**src/rtl/serial_signed_subtractor.sv**
```systemverilog
// serial_signed_subtractor
// Bit-serial two's-complement subtractor: Result = A - B, one bit per clock.
// Operands are sign-extended to WIDTH+1 bits so the difference always fits.
// The result is sign-extended to WIDTH+2 bits to match the downstream mux.
// Start/Busy/Done handshake. Result, Sel and Overflow hold between ops.
// Optional feature: define SUB_OVERFLOW_FLAG_EN to enable the Overflow flag.
// Without it, Overflow is tied low.
module serial_signed_subtractor #(
  parameter int WIDTH = 4
) (
  input  logic             Clock,
  input  logic             Reset,
  input  logic             Start,
  input  logic [WIDTH-1:0] A,
  input  logic [WIDTH-1:0] B,
  output logic [WIDTH+1:0] Result,
  output logic             Sel,
  output logic             Busy,
  output logic             Done,
  output logic             Overflow
);

  localparam int RES_W = WIDTH + 2;
  localparam int CNT_W = $clog2(WIDTH + 1);

  typedef enum logic [1:0] {
    IDLE  = 2'd0,
    SHIFT = 2'd1,
    DONE  = 2'd2
  } state_t;

  state_t           state_q, state_d;
  logic [WIDTH:0]   a_sr_q, b_sr_q;   // operand shift registers, LSB consumed first
  logic [WIDTH-1:0] acc_q;            // low difference bits, newest enters at MSB
  logic [CNT_W-1:0] count_q;
  logic             carry_q;
  logic             accept;           // Start taken this cycle (IDLE or DONE)
  logic             last;             // final SHIFT cycle, MSB of difference produced
  logic             b_inv;
  logic             sum;
  logic             carry_n;
  logic [WIDTH:0]   diff_final;       // full difference, valid when last is high

  // One full-adder slice computing a + ~b + carry; carry starts at 1.
  assign b_inv      = ~b_sr_q[0];
  assign sum        = a_sr_q[0] ^ b_inv ^ carry_q;
  assign carry_n    = (a_sr_q[0] & b_inv) | (a_sr_q[0] & carry_q) | (b_inv & carry_q);
  assign diff_final = {sum, acc_q};

  assign Busy = (state_q == SHIFT);
  assign Done = (state_q == DONE);

  // State register.
  always_ff @(posedge Clock) begin
    // NOTE: sequential state uses non-blocking assignments so every register
    // samples pre-edge values, independent of statement order.
    if (Reset) state_q <= IDLE;
    else       state_q <= state_d;
  end

  // Next-state logic and handshake decode.
  always_comb begin
    // NOTE: every output of this block gets a default first so no path leaves
    // it unassigned, which would infer a latch.
    state_d = state_q;
    accept  = 1'b0;
    last    = 1'b0;
    case (state_q)
      IDLE: begin
        if (Start) begin
          accept  = 1'b1;
          state_d = SHIFT;
        end
      end
      SHIFT: begin
        if (count_q == CNT_W'(WIDTH)) begin
          last    = 1'b1;
          state_d = DONE;
        end
      end
      DONE: begin
        if (Start) begin
          accept  = 1'b1;
          state_d = SHIFT;
        end else begin
          state_d = IDLE;
        end
      end
      default: state_d = IDLE;
    endcase
  end

  // Serial datapath: latch operands on accept, shift one bit per SHIFT cycle,
  // publish the sign-extended result on the edge that enters DONE.
  always_ff @(posedge Clock) begin
    if (Reset) begin
      // NOTE: shift registers are cleared on reset (not left to power-up value)
      // so an aborted op leaves no stale bits behind.
      a_sr_q  <= '0;
      b_sr_q  <= '0;
      acc_q   <= '0;
      count_q <= '0;
      carry_q <= 1'b0;
      Result  <= '0;
      Sel     <= 1'b0;
    end else if (accept) begin
      a_sr_q  <= {A[WIDTH-1], A};
      b_sr_q  <= {B[WIDTH-1], B};
      acc_q   <= '0;
      count_q <= '0;
      carry_q <= 1'b1;
      Sel     <= 1'b0;
    end else if (state_q == SHIFT) begin
      a_sr_q  <= a_sr_q >> 1;
      b_sr_q  <= b_sr_q >> 1;
      acc_q   <= {sum, acc_q[WIDTH-1:1]};
      count_q <= count_q + 1'b1;
      carry_q <= carry_n;
      if (last) begin
        Result <= RES_W'({diff_final[WIDTH], diff_final});
        Sel    <= 1'b1;
      end
    end
  end

`ifdef SUB_OVERFLOW_FLAG_EN
  logic overflow_q;

  // Overflow: difference outside the WIDTH-bit signed range (top two bits differ).
  always_ff @(posedge Clock) begin
    if (Reset)     overflow_q <= 1'b0;
    else if (last) overflow_q <= diff_final[WIDTH] ^ diff_final[WIDTH-1];
  end

  assign Overflow = overflow_q;
`else
  assign Overflow = 1'b0;
`endif

endmodule

```
**config.mk**
```make
export PLATFORM = sky130hd
export DESIGN_NAME = serial_signed_subtractor
export DESIGN_NICKNAME = d
export VERILOG_FILES = /design/src/rtl/serial_signed_subtractor.sv
export SDC_FILE = /design/constraint.sdc
export NUM_CORES = 1
export LEC_CHECK = 0
export BUFFER_PORTS_ARGS = -buffer_cell sky130_fd_sc_hd__buf_2
export CORE_UTILIZATION = 33
export CTS_CLUSTER_DIAMETER = 200
export DETAILED_ROUTE_END_ITERATION = 10
export PLACE_DENSITY_LB_ADDON = 0.12
export SLEW_MARGIN = 20
export SYNTH_ARGS = -nofsm -noshare
export SYNTH_HDL_FRONTEND = slang
export SYNTH_SLANG_ARGS = --single-unit
```
**constraint.sdc**
```tcl
create_clock -name Clock -period 2 [get_ports Clock]
set_input_delay 0.1 -clock Clock [delete_from_list [all_inputs] [get_ports Clock]]
set_output_delay 0.1 -clock Clock [all_outputs]
set_load 0.01 [all_outputs]
```
Yosys cells after proc, flatten, opt, wreduce, memory -nomap -nowiden:

Index checks and enable logic that the tools add are counted.

* register bits after elaboration: 26
* bits of input ports: 11
* output and inout bits: 10

* equal/unequal tests: 5
* bitwise operators: 9
* reductions and logical operators: 7
* add/sub/neg operators: 1
* mux-type cells: 14

Operators with widths (count)
* two-way mux 5 bit: 4
* two-way mux 1 bit: 7
* case mux 2 bit (3 select lines): 1
* two-way mux 2 bit: 2
* AND reduction 2 bit: 2
* OR reduction 2 bit: 2
* adder 3 x 1 -> 3 bit, second input constant: 1
* AND 1 bit: 3
* == test 3 bit, second input constant: 1
* AND reduction 3 bit: 1
* == test 2 x 1 -> 1 bit, second input constant: 1
* == test 2 bit, second input constant: 1
* zero test 2 bit: 1
* inequality test 2 x 1 -> 1 bit, second input constant: 1
* inequality test 2 bit, second input constant: 1
* inverter 1 bit: 2
* OR 1 bit: 2
* nonzero test 2 bit: 1
* XOR 1 bit: 2

Longest topological paths before layout:

Gate-level depths: netlist (run 1).

* depth after elaboration: 6
* mapped depth: 6
* gate-level depth less buffers: 5

Worst setup path before layout (run 1):

No wires, ideal clock.

* kind: reg2reg
* start: reg count_q[0]
* end: reg Result[0]
* clock period less this slack: 1.213 ns
* cell stages (with the launch flop): 7
* path buffers: 1
* setup time: 0.128 ns
* path slack: 0.787 ns
* data arrival time: 1.085 ns
* cells stage by stage: dfxtp_1 inv_1 ha_1 and4b_1 buf_4 mux2i_1 nor2_1

* cells in the longest elaborated chain, start to end: 4

RTL lines
* from (decl): line 35 `logic [CNT_W-1:0] count_q;`
* from (signal assigned): line 117 `count_q <= count_q + 1'b1;`
* == test 3 bit: line 76 `if (count_q == CNT_W'(WIDTH)) begin`
* two-way mux 1 bit: line 76
* two-way mux 1 bit: line 68 `case (state_q)`
* AND reduction 3 bit (no line)
* to (signal assigned): line 120 `Result <= RES_W'({diff_final[WIDTH], diff_final});`
* to (decl): line 16 `output logic [WIDTH+1:0] Result,`

Every way passes these cells.
A chain may end at the register's enable or synchronous reset.

Worst setup path after layout (run 1):

* start: reg state_q[1]
* end: out Busy

* cells in the longest elaborated chain, start to end: 1

RTL lines
* from (decl): line 32 `state_t state_q, state_d;`
* from (signal assigned): line 58 `else state_q <= state_d;`
* == test 2 x 1 -> 1 bit: line 50 `assign Busy = (state_q == SHIFT);`
* to (decl): line 18 `output logic Busy,`

Every way passes these cells.

==> results of run 1 <==
## Yosys cell counts
cell type / count
a211oi_2: 2
a21oi_1: 13
a22oi_1: 6
a31oi_1: 1
a31oi_2: 2
and2b_1: 2
and4b_1: 1
buf_12: 1
buf_2: 3
buf_4: 4
buf_6: 2
clkbuf_1: 1
conb_1: 1
dfxtp_1: 26
fa_1: 1
ha_1: 2
inv_1: 4
inv_8: 1
mux2i_1: 4
nand2_1: 12
nand2_2: 2
nand2b_1: 4
nand3_1: 10
nand3b_1: 1
nor2_1: 11
nor3_1: 1
xnor2_1: 1
xor2_1: 1
## registers in the layout (all words and copies together) (netlist names)
name	count
Result	5
a_sr_q	5
b_sr_q	5
acc_q	4
count_q	3
state_q	2
Sel	1
carry_q	1
## worst max path at each step
stage	slack, ns	startpoint	cells after the start	end
floorplan	0.79	count_q[0]	6	Result[0]
detailed placement	0.60	count_q[0]	5	Result[1]
global route	0.48	state_q[0]	4	Busy
global placement	0.68	count_q[0]	5	Result[0]
finish	0.59	state_q[1]	4	Busy
CTS	0.57	state_q[0]	4	Busy
## through the flow
stage | util (%) | power (mW) | setup WS (ns) | hold slack, ns
floorplan | - | 0.6611 | 0.7873 | 0.2775
global placement | 38.48 | 0.6783 | 0.6823 | 0.3743
detailed placement | 38.48 | 0.6813 | 0.5996 | 0.3817
CTS | 39.64 | 0.9477 | 0.5692 | 0.02961
global route | 39.64 | 0.9907 | 0.4773 | 0.02824
finish | 39.64 | 0.9314 | 0.5920 | 0.03955
## final cells by class
cell class / count / area, µm² / share of cell area [%]
sequential: 26 / 520.5 / 41.98
multi-input combinational: 78 / 484.2 / 39.05
timing repair buffer: 22 / 117.6 / 9.485
tap: 44 / 55.05 / 4.440
clock buffer: 4 / 36.28 / 2.926
inverter: 5 / 26.28 / 2.119
## cell usage in the layout, fill, tap and decap left out
cell type,n
xor2_1,1
clkbuf_8,1
a21oi_1,13
nand2_1,12
inv_1,4
a31oi_1,1
dfxtp_1,26
inv_8,1
clkbuf_4,3
nand2_2,2
a211oi_2,2
nor3_1,1
buf_4,3
and2b_1,2
nand3_1,10
and4b_1,1
conb_1,1
mux2i_1,4
fa_1,1
nand2b_1,4
nand3b_1,1
nor2_1,11
a22oi_1,6
buf_2,19
a31oi_2,2
xnor2_1,1
ha_1,2
## kinds of logic after synthesis
logic type / after synthesis / share of synthesized area (%)
multiplexers: 4 / 3.568
XOR/XNOR: 2 / 1.561
flip-flops: 26 / 46.38
adder cells (fa/ha/maj): 3 / 4.013
other: 1 / 0.3341
buffers and inverters: 16 / 10.48
AND/OR/NAND/NOR: 44 / 18.84
AO/OA/AOI/OAI: 24 / 14.83
## where the power goes
part | leakage, nW | internal, mW | total (mW) | switching [mW]
Sequential | 0.212 | 0.539 | 0.553 | 0.0138
Clock | 0.0210 | 0.111 | 0.263 | 0.152
Combinational | 0.248 | 0.0456 | 0.115 | 0.0696
Total | 0.481 | 0.696 | 0.931 | 0.235
## worst register-to-register path, cell delays in order, from the launching register on
cell     delay, ns
dfxtp_1       0.35
inv_1         0.06
ha_1          0.16
and4b_1       0.42
mux2i_1       0.24
nor2_1        0.05
## routing by layer
metal	part of all wire [%]	up-vias	GRT usage, %	wire length [µm]
li1	-	428	-	-
met1	44	395	15.33	934
met2	52	13	26.22	1120
met3	3.6	2	3.030	77
met4	0.70	0	6.977	15
met5	0	-	0	0
==> metrics.md, run 1 <==
| Metric | Value |
|---|---|
| CP bufs+invs | `3` |
| Mapped Nets | `134` |
| Fill cells | `328` |
| Antenna violations before repair | `0` |
| Seq cells post-synth | `26` |
| Unrepaired setup endpoints after global routing | `no` |
| Worst EP arrival | `1.31 ns` |
| Initial core utilization | `approximately 36%` |
| CORE AREA | `3128 µm²` |
| Critical path launch point type | `flip-flop` |
| Area growth from synthesis to layout | `10.48%` |
| IO buf count | `19` |
| Post-Syn Area | `1122 µm²` |
| GPL Wtd Cong | `0.7107` |
| Total Routing Usage GR | `between 10% and 20%` |
| Final setup fails | `0` |
| Number of global-route vias before repair | `832` |
| Cells after Synth | `120` |
| Final cell count without fillers | `about 180` |
| DP HPWL | `1535 µm` |
| Nets | `150` |
| Synth top area share | `46.38%` |
| P per Cell Area | `between 700 and 800 nW/µm²` |
| Area after DPL | `1204 µm²` |
| Setup bufs post-CTS | `0` |
| Final Hold Viols | `0` |
| H-tree levels | `1` |
| CP Max Fanout | `18` |
| Top post-synthesis cells by area | `dfxtp_1, a21oi_1, nand3_1` |
| Max-cap violations | `0` |
| Placed Instances | `roughly 180` |
| P_leak | `0.4807 nW` |
| Diode count | `0` |
| First-pass detailed-route iteration total | `2` |
| Sequential cell area fraction in the yosys report | `46.38%` |
| # resized after CTS | `0` |
| Clock Sinks | `26` |
| I/O pin cnt | `21` |
| Min-Delay Startpoint | `B[2]` |
| Die Area | `roughly 3600 µm²` |
| Drt wl/cell | `11.99 µm` |
| Global route overflow | `0` |
| # rows | `20` |
| Cell taking the most area after synthesis | `dfxtp_1` |
| Antenna Nets Post-Route | `0` |
| Clk_skew | `0.01538 ns` |
| Setup crit end kind | `output pin` |
| Status | `finished, final reports clean` |
| TritonCTS clock tree | `yes` |
| Hold EP | `b_sr_q[2]` |
| Yosys cell types | `28` |
| FF-to-FF End | `Result[3]` |
| Max clock buf depth | `2` |
| Tmin final | `1.408 ns` |
| Final instance area | `1240 µm²` |
| Root Driver | `clkbuf_4` |
| CTS Buf Count | `3` |
| Maximum clock rate | `about 0.7 GHz` |
| Routed wire length | `~2100 µm` |
| DR iter-0 viols | `31` |
| Worst reg2reg setup slack | `0.61 ns` |
| Routed vias/inst | `4.682` |
| Worst-Skew Late Latency | `0.32 ns` |
| Final critical-path share of the clock period | `70.40%` |
| Setup TNS | `0 ns` |
| Peak supply drop | `0.0002632 V` |
| Min-Delay Path Class | `in -> reg` |
| Crit-path leading delay family | `buffers and inverters` |
| Critical path type | `reg -> out` |
| RR Startpoint | `count_q[0]` |
| Critical path, cell by cell | `nand2b_1 -> buf_4 -> inv_8 -> buf_2` |
| DRC Markers | `0` |
| Largest net degree at the start of global routing | `20` |
| Die height | `60.32 µm` |
| Max Slew Vio Count | `0` |
| Via count | `838` |
| Syn. warnings | `0` |
| Die width | `roughly 60 µm` |
| Share of cells above drive strength 1 | `24.44%` |
| CP peak stage delay | `roughly 0.36 ns` |
| CTS Hold Bufs | `0` |
| First-pass GRT wire length | `3726 µm` |
| Clk slew on worst S/H paths | `0.15 ns` |
| Hold path cells | `3` |
| Synthesized area per cell | `roughly 9.4 µm²` |
| Reg2Reg Depth | `5` |
| CP required | `about 1.9 ns` |
| Slowest CP cell | `dfxtp_1` |
Note: power is estimated with default switching activity, not from simulation.
==> run 2, diff against run 1 <==
--- a/config.mk
+++ b/config.mk
@@ -5,6 +5,7 @@
 export SDC_FILE = /design/constraint.sdc
 export NUM_CORES = 1
 export LEC_CHECK = 0
+export ABC_AREA = 1
 export BUFFER_PORTS_ARGS = -buffer_cell sky130_fd_sc_hd__buf_2
 export CORE_UTILIZATION = 33
 export CTS_CLUSTER_DIAMETER = 200
==> constraint.sdc (replaced) <==
create_clock -name Clock -period 1.3 [get_ports Clock]
set_input_delay 0.065 -clock Clock [delete_from_list [all_inputs] [get_ports Clock]]
set_output_delay 0.065 -clock Clock [all_outputs]
set_load 0.01 [all_outputs]
==> metrics.md, run 2 <==
| Metric | Value |
|---|---|
| First-pass detailed-route iteration total | `4 (+2)` |
| Fraction of registers with async set/reset | `0% (unchanged)` |
| CP required | `1.51 ns (-0.39 ns)` |
| Dominant synthesized flop cell | `dfxtp_1` |
| Via count | `1050 (+25%)` |
| Die height | `61.38 µm (+1.8%)` |
| Routed wire length | `2409 µm (+12%)` |
| Clk_skew | `0.003902 ns (-0.01148 ns)` |
| Number of global-route vias before repair | `890 (+7.0%)` |
| Share of cells above drive strength 1 | `23.63% (-0.82 points)` |
| CP Max Fanout | `2 (-16)` |
| Critical path, cell by cell | `inv_2 -> fa_1 -> nand2_1 -> nor3b_2` |
| Hold slack | `0.02822 ns (-0.01133 ns)` |
| Placed Instances | `223 (+27%)` |
| Syn. warnings | `0 (unchanged)` |
| Worst reg2reg setup slack | `0.07 ns (-0.54 ns)` |
| Worst EP arrival | `1.44 ns (+0.13 ns)` |
| Number of flops mapped to enable cells by yosys | `0 (unchanged)` |
| Final Hold Viols | `0 (unchanged)` |
| Worst-Skew Late Latency | `0.31 ns (about the same)` |
| Max clock buf depth | `2 (unchanged)` |
| Root Driver | `clkbuf_4` |
| Status | `finished, final reports clean` |
| CORE AREA | `3363 µm² (+7.5%)` |
| Commonest non-fill, non-tap cell in the layout | `nand2_1` |
| Largest family of logic cells by synthesized area | `simple AND/OR/NAND/NOR gates` |
| Post-synthesis xor/xnor area fraction | `0% (-1.6 points)` |
| Tmin final | `1.233 ns` |
| Clock Sinks | `26 (unchanged)` |
| Post-synth top cells | `nand2_1, nand3_1, dfxtp_1, inv_1, a21oi_1` |
| Unrepaired setup endpoints after global routing | `no` |
| Initial core utilization | `34.60% (-1.3 points)` |
| Clk slew on worst S/H paths | `0.14 ns (about the same)` |
| Top post-synthesis cells by area | `dfxtp_1, nand3_1, nand2_1` |
| Peak supply drop | `0.0003586 V (+36%)` |
| DRC Markers | `0 (unchanged)` |
| Yosys cell types | `19 (-32%)` |
| Nets | `198 (+32%)` |
| H-tree levels | `1 (unchanged)` |
| Post-Syn Area | `1164 µm² (+3.7%)` |
| Area growth from synthesis to layout | `17.53%` |
| Synthesized area per cell | `7.273 µm² (-22%)` |
| Synth top area share | `44.73% (-1.6 points)` |
| Min-Delay Path Class | `in -> reg` |
| Max Slew Vio Count | `0 (unchanged)` |
| I/O pin cnt | `21 (unchanged)` |
| P per Cell Area | `1037 nW/µm² (+38%)` |
| Diode count | `0 (unchanged)` |
| Largest net degree at the start of global routing | `14 (-30%)` |
| Drt wl/cell | `10.57 µm (-12%)` |
| Die width | `61.38 µm (+1.8%)` |
| Final cell count without fillers | `228 (+27%)` |
| Fill cells | `377 (+15%)` |
| Setup crit end kind | `flip-flop` |
| Hold EP | `a_sr_q[4]` |
| Setup TNS | `0 ns (unchanged)` |
| Most frequent cells in the layout | `nand2_1, nand3_1, dfxtp_1, inv_1, buf_2` |
| Total Routing Usage GR | `14.27% (about the same)` |
| Mapped Nets | `174 (+30%)` |
| # rows | `21 (+5.0%)` |
| Die Area | `3768 µm² (+3.6%)` |
| Post-synthesis compound-gate area fraction | `8.172% (-6.7 points)` |
| CTS Buf Count | `3 (unchanged)` |
| Cell taking the most area after synthesis | `dfxtp_1` |
| Antenna violations before repair | `0 (unchanged)` |
| P_leak | `0.6033 nW (+25%)` |
| Final critical-path share of the clock period | `94.81%` |
| IO buf count | `19 (unchanged)` |
| DR iter-0 viols | `40 (+29%)` |
| Final setup fails | `0 (unchanged)` |
| Top flop regs | `Result (5), a_sr_q (5), b_sr_q (5)` |
| Antenna Nets Post-Route | `0 (unchanged)` |
| Adder-cell share of the synthesized area | `3.871% (-0.14 points)` |
| Register area | `525.5 µm² (+0.96%)` |
| RR Startpoint | `carry_q` |
| Reg2Reg Depth | `4 (-1)` |
| Critical path type | `reg -> reg` |
| Routed vias/inst | `4.605 (-1.6%)` |
| GPL Wtd Cong | `0.7239 (+1.9%)` |
| CTS Hold Bufs | `0 (unchanged)` |
| Post-synthesis simple-gate area fraction | `31.51% (+13 points)` |
| Max-cap violations | `0 (unchanged)` |
| TritonCTS clock tree | `yes` |
| FF-to-FF End | `acc_q[3]` |
| Cells after Synth | `160 (+33%)` |
| Global route overflow | `0 (unchanged)` |
| Seq cells post-synth | `26 (unchanged)` |
| Multi-input gate area | `518.0 µm² (+7.0%)` |
| Maximum clock rate | `0.8113 GHz` |
| Top-count cell post-synth | `nand2_1` |
| Sequential cell area fraction in the yosys report | `44.73% (-1.6 points)` |
| Hold path cells | `3 (unchanged)` |
| Min-Delay Startpoint | `A[3]` |
| CP peak stage delay | `0.55 ns (+0.19 ns)` |
| Critical path launch point type | `flip-flop` |
| First-pass GRT wire length | `3870 µm (+3.9%)` |
| DP HPWL | `1675 µm (+9.2%)` |
| Slowest CP cell | `fa_1` |
| Multiplexer area fraction after synthesis | `0% (-3.6 points)` |
## run 2: metrics by stage
step | utilization [%] | power (mW) | cell area (µm²) | worst slack, ns
4_1_cts | 40.03 | 1.419 | 1346 | 0.03236
5_1_grt | 40.66 | 1.493 | 1368 | 0.000007661
6_report | 40.66 | 1.417 | 1368 | 0.06746
2_1_floorplan | - | 1.009 | 1164 | 0.09986
3_5_place_dp | 39.10 | 1.074 | 1315 | 0.05523
3_3_place_gp | 39.10 | 1.070 | 1315 | 0.07314
## run 2: layout make-up
class | count | share of cell area, %
inverters | 21 | 5.947
multi-input cells | 104 | 37.88
flip-flops and latches | 26 | 38.43
repair buffers | 28 | 11.89
clock buffers | 3 | 1.647
well taps | 46 | 4.209
## run 2: report_power, final
part / switching [mW] / total, mW / leakage, nW / internal (mW)
Combinational: 0.129 / 0.223 / 0.376 / 0.0939
Clock: 0.235 / 0.343 / 0.0138 / 0.108
Sequential: 0.0197 / 0.851 / 0.213 / 0.831
Total: 0.384 / 1.42 / 0.603 / 1.03
## run 2: logic make-up (layout without fill, tap and decap cells)
logic type	count (synthesis)	after routing
AND/OR/NAND/NOR	81	81
buffers and inverters	30	52
flip-flops	26	26
AO/OA/AOI/OAI	19	19
adder cells (fa/ha/maj)	3	3
other	1	1
## run 2: critical path, delay by kind of cell (launching register included)
kind                     cells  cell delay [ns]
adder cells (fa/ha/maj)      1             0.55
AND/OR/NAND/NOR              2             0.19
buffers and inverters        1             0.04
flip-flops                   1             0.35
## run 2: routing by layer
| metal | up-vias | track usage [%] | share of wire [%] | routed length, µm |
|---|---|---|---|---|
| met5 | - | 0 | 0 | 0 |
| met1 | 479 | 19.79 | 48 | 1166 |
| met2 | 21 | 22.05 | 46 | 1119 |
| li1 | 548 | - | - | - |
| met3 | 2 | 2.521 | 4.1 | 99 |
| met4 | 0 | 5.714 | 1.0 | 24 |
## run 2: worst max-delay path by stage
stage	start	end	slack, ns	cells past startpoint
detailed placement	a_sr_q[0]	acc_q[3]	0.06	4
finish	carry_q	acc_q[3]	0.07	4
global placement	a_sr_q[0]	acc_q[3]	0.07	4
floorplan	a_sr_q[0]	acc_q[3]	0.1	4
CTS	a_sr_q[0]	acc_q[3]	0.03	4
global route	state_q[1]	Done	0.000008	4
## run 2: repair_timing
item | CTS | global route
buffers inserted | 1 | 1
gates resized for setup | 1 | 7
pin swaps | 0 | 2
setup endpoints to repair | 1 | 6
gates cloned | 0 | 0
==> run 3, diff against run 2 <==
==> constraint.sdc (replaced) <==
create_clock -name Clock -period 1.1 [get_ports Clock]
set_input_delay 0.055 -clock Clock [delete_from_list [all_inputs] [get_ports Clock]]
set_output_delay 0.055 -clock Clock [all_outputs]
set_load 0.01 [all_outputs]
==> metrics.md, run 3 (synthesis results as in run 2) <==
| Metric | Value |
|---|---|
| CP required | `1.31 ns (-0.20 ns)` |
| Critical path launch point type | `flip-flop` |
| Clock Power Share | `26.5% (+2.3 points)` |
| P per Cell Area | `1143 nW/µm² (+10%)` |
| CORE AREA | `3363 µm² (unchanged)` |
| Share of cells above drive strength 1 | `34.00% (+10 points)` |
| Final setup fails | `3 (+3)` |
| Final critical-path share of the clock period | `111.3% (+16 points)` |
| Comb power frac | `17.7% (+1.9 points)` |
| RR Startpoint | `carry_q` |
| Critical path, cell by cell | `inv_2 -> fa_1 -> nand2_1 -> nor3b_2` |
| CTS Hold Bufs | `0 (unchanged)` |
| Reg2Reg Depth | `4 (unchanged)` |
| DRC Markers | `0 (unchanged)` |
| Final cell count without fillers | `246 (+7.9%)` |
| P_leak | `0.7064 nW (+17%)` |
| Unrepaired setup endpoints after global routing | `yes` |
| Max-cap violations | `0 (unchanged)` |
| Via count | `1099 (+4.7%)` |
| Nets | `215 (+8.6%)` |
| Worst reg2reg setup slack | `-0.12 ns (-0.19 ns)` |
| Switching share of total power | `25.94% (-1.1 points)` |
| Max Slew Vio Count | `0 (unchanged)` |
| Number of global-route vias before repair | `966 (+8.5%)` |
| IO buf count | `19 (unchanged)` |
| Worst-Skew Late Latency | `0.32 ns (about the same)` |
| Setup TNS | `-0.2221 ns (-0.2221 ns)` |
| First-pass GRT wire length | `4264 µm (+10%)` |
| Slowest CP cell | `fa_1` |
| Power Internal | `1.334 mW (+29%)` |
| Clock Sinks | `26 (unchanged)` |
| Min-Delay Path Class | `in -> reg` |
| H-tree levels | `1 (unchanged)` |
| Placed Instances | `234 (+4.9%)` |
| Antenna violations before repair | `0 (unchanged)` |
| Root Driver | `clkbuf_4` |
| # rows | `21 (unchanged)` |
| Area growth from synthesis to layout | `35.48%` |
| CP Max Fanout | `2 (unchanged)` |
| Worst EP arrival | `1.44 ns (about the same)` |
| TritonCTS clock tree | `yes` |
| Commonest non-fill, non-tap cell in the layout | `nand2_1` |
| Top flop regs | `Result (5), a_sr_q (5), b_sr_q (5)` |
| Max clock buf depth | `2 (unchanged)` |
| DR iter-0 viols | `26 (-35%)` |
| Status | `finished, violations left` |
| Routed vias/inst | `4.467 (-3.0%)` |
| First-pass detailed-route iteration total | `4 (unchanged)` |
| Crit path from | `carry_q` |
| Diode count | `0 (unchanged)` |
| GPL Wtd Cong | `0.6837 (-5.6%)` |
| Drt wl/cell | `10.44 µm (-1.2%)` |
| Die height | `61.38 µm (unchanged)` |
| Most frequent cells in the layout | `nand2_1, nand3_1, dfxtp_1, buf_4, buf_2` |
| Clk slew on worst S/H paths | `0.14 ns (about the same)` |
| Maximum clock rate | `0.8169 GHz (+0.69%)` |
| FF-to-FF End | `acc_q[3]` |
| Antenna Nets Post-Route | `0 (unchanged)` |
| DP HPWL | `1804 µm (+7.7%)` |
| Psw | `467.2 µW (+22%)` |
| Hold EP | `b_sr_q[4]` |
| Tmin final | `1.224 ns (-0.008446 ns)` |
| Failing checks | `negative setup slack` |
| Reg power frac | `55.8% (-4.2 points)` |
| Routed wire length | `2569 µm (+6.6%)` |
| Largest net degree at the start of global routing | `15 (+1)` |
| Global route overflow | `0 (unchanged)` |
| Final Hold Viols | `0 (unchanged)` |
| Hold path cells | `3 (unchanged)` |
| Die width | `61.38 µm (unchanged)` |
| Setup crit end kind | `flip-flop` |
| I/O pin cnt | `21 (unchanged)` |
| CP peak stage delay | `0.56 ns (about the same)` |
| Critical path type | `reg -> reg` |
| Initial core utilization | `34.60% (unchanged)` |
| Min-Delay Startpoint | `B[3]` |
| Peak supply drop | `0.0006491 V (+81%)` |
| CTS Buf Count | `3 (unchanged)` |
| Final WS setup | `-0.1241 ns (-0.1916 ns)` |
| Clk_skew | `0.001221 ns (-0.002681 ns)` |
| Die Area | `3768 µm² (unchanged)` |
| Total Routing Usage GR | `15.83% (+1.6 points)` |
==> run 3: cell types whose count changed in the layout (fill, tap and decap cells not counted), moves of 2 or more <==
cell and delta:
inv_2 +4, inv_1 -3, buf_6 +5, buf_4 +11, nand2_4 +2, buf_8 +2
==> run 3: repair_timing <==
action / CTS / global route
setup endpoints to repair: 9 / 21
pin swaps: 3 / 3
gates resized for setup: 14 / 11
buffers inserted: 5 / 3
==> run 3: layout make-up <==
type | count | area (µm²)
multi-input cells | 104 | 549.3
repair buffers | 45 | 326.6
inverters | 21 | 78.83
fillers | 362 | 1787
flip-flops and latches | 26 | 528.0
clock buffers | 4 | 36.28
well taps | 46 | 57.56
==> run 3: metrics by stage <==
step | power (mW) | hold WS, ns | instance area, µm² | setup slack, ns | util (%)
floorplan | 1.195 | 0.1241 | 1165 | -0.07116 | -
global placement | 1.294 | 0.3597 | 1399 | -0.1049 | 41.59
detailed placement | 1.300 | 0.3705 | 1399 | -0.1158 | 41.59
CTS | 1.804 | 0.009507 | 1510 | -0.1311 | 44.90
global route | 1.906 | 0.01478 | 1577 | -0.1750 | 46.88
finish | 1.801 | 0.02600 | 1577 | -0.1241 | 46.88
==> run 3: power by group through the flow <==
stage / combinational (mW) / clock (mW) / sequential [mW]
after detailed placement: 0.276 / 0 / 1.02
after global routing: 0.357 / 0.539 / 1.01
after floorplan: 0.174 / 0 / 1.02
after CTS: 0.293 / 0.508 / 1.00
final: 0.319 / 0.478 / 1.00
after global placement: 0.270 / 0 / 1.02
==> run 3: worst max-delay path by stage <==
stage,end,slack (ns),depth (start not counted)
floorplan,acc_q[3],-0.07,4
global placement,acc_q[3],-0.10,4
detailed placement,acc_q[3],-0.12,4
CTS,acc_q[3],-0.13,4
global route,Busy,-0.18,4
finish,acc_q[3],-0.12,4
==> run 3: critical path, delay by kind of cell (launching register included) <==
family | cells | cell delay (ns)
fa+ha+maj | 1 | 0.56
buf+inv | 1 | 0.04
flops | 1 | 0.34
simple gates | 2 | 0.19
==> run 3: routing by layer <==
layer  share of wire [%]  wire, µm  GRT usage, %  up-vias
met5                   0         0             0        -
met4                0.86        22         6.667        0
li1                    -         -             -      585
met3                 2.6        68         3.571        2
met1                  51      1301         21.39      499
met2                  46      1176         24.38       13
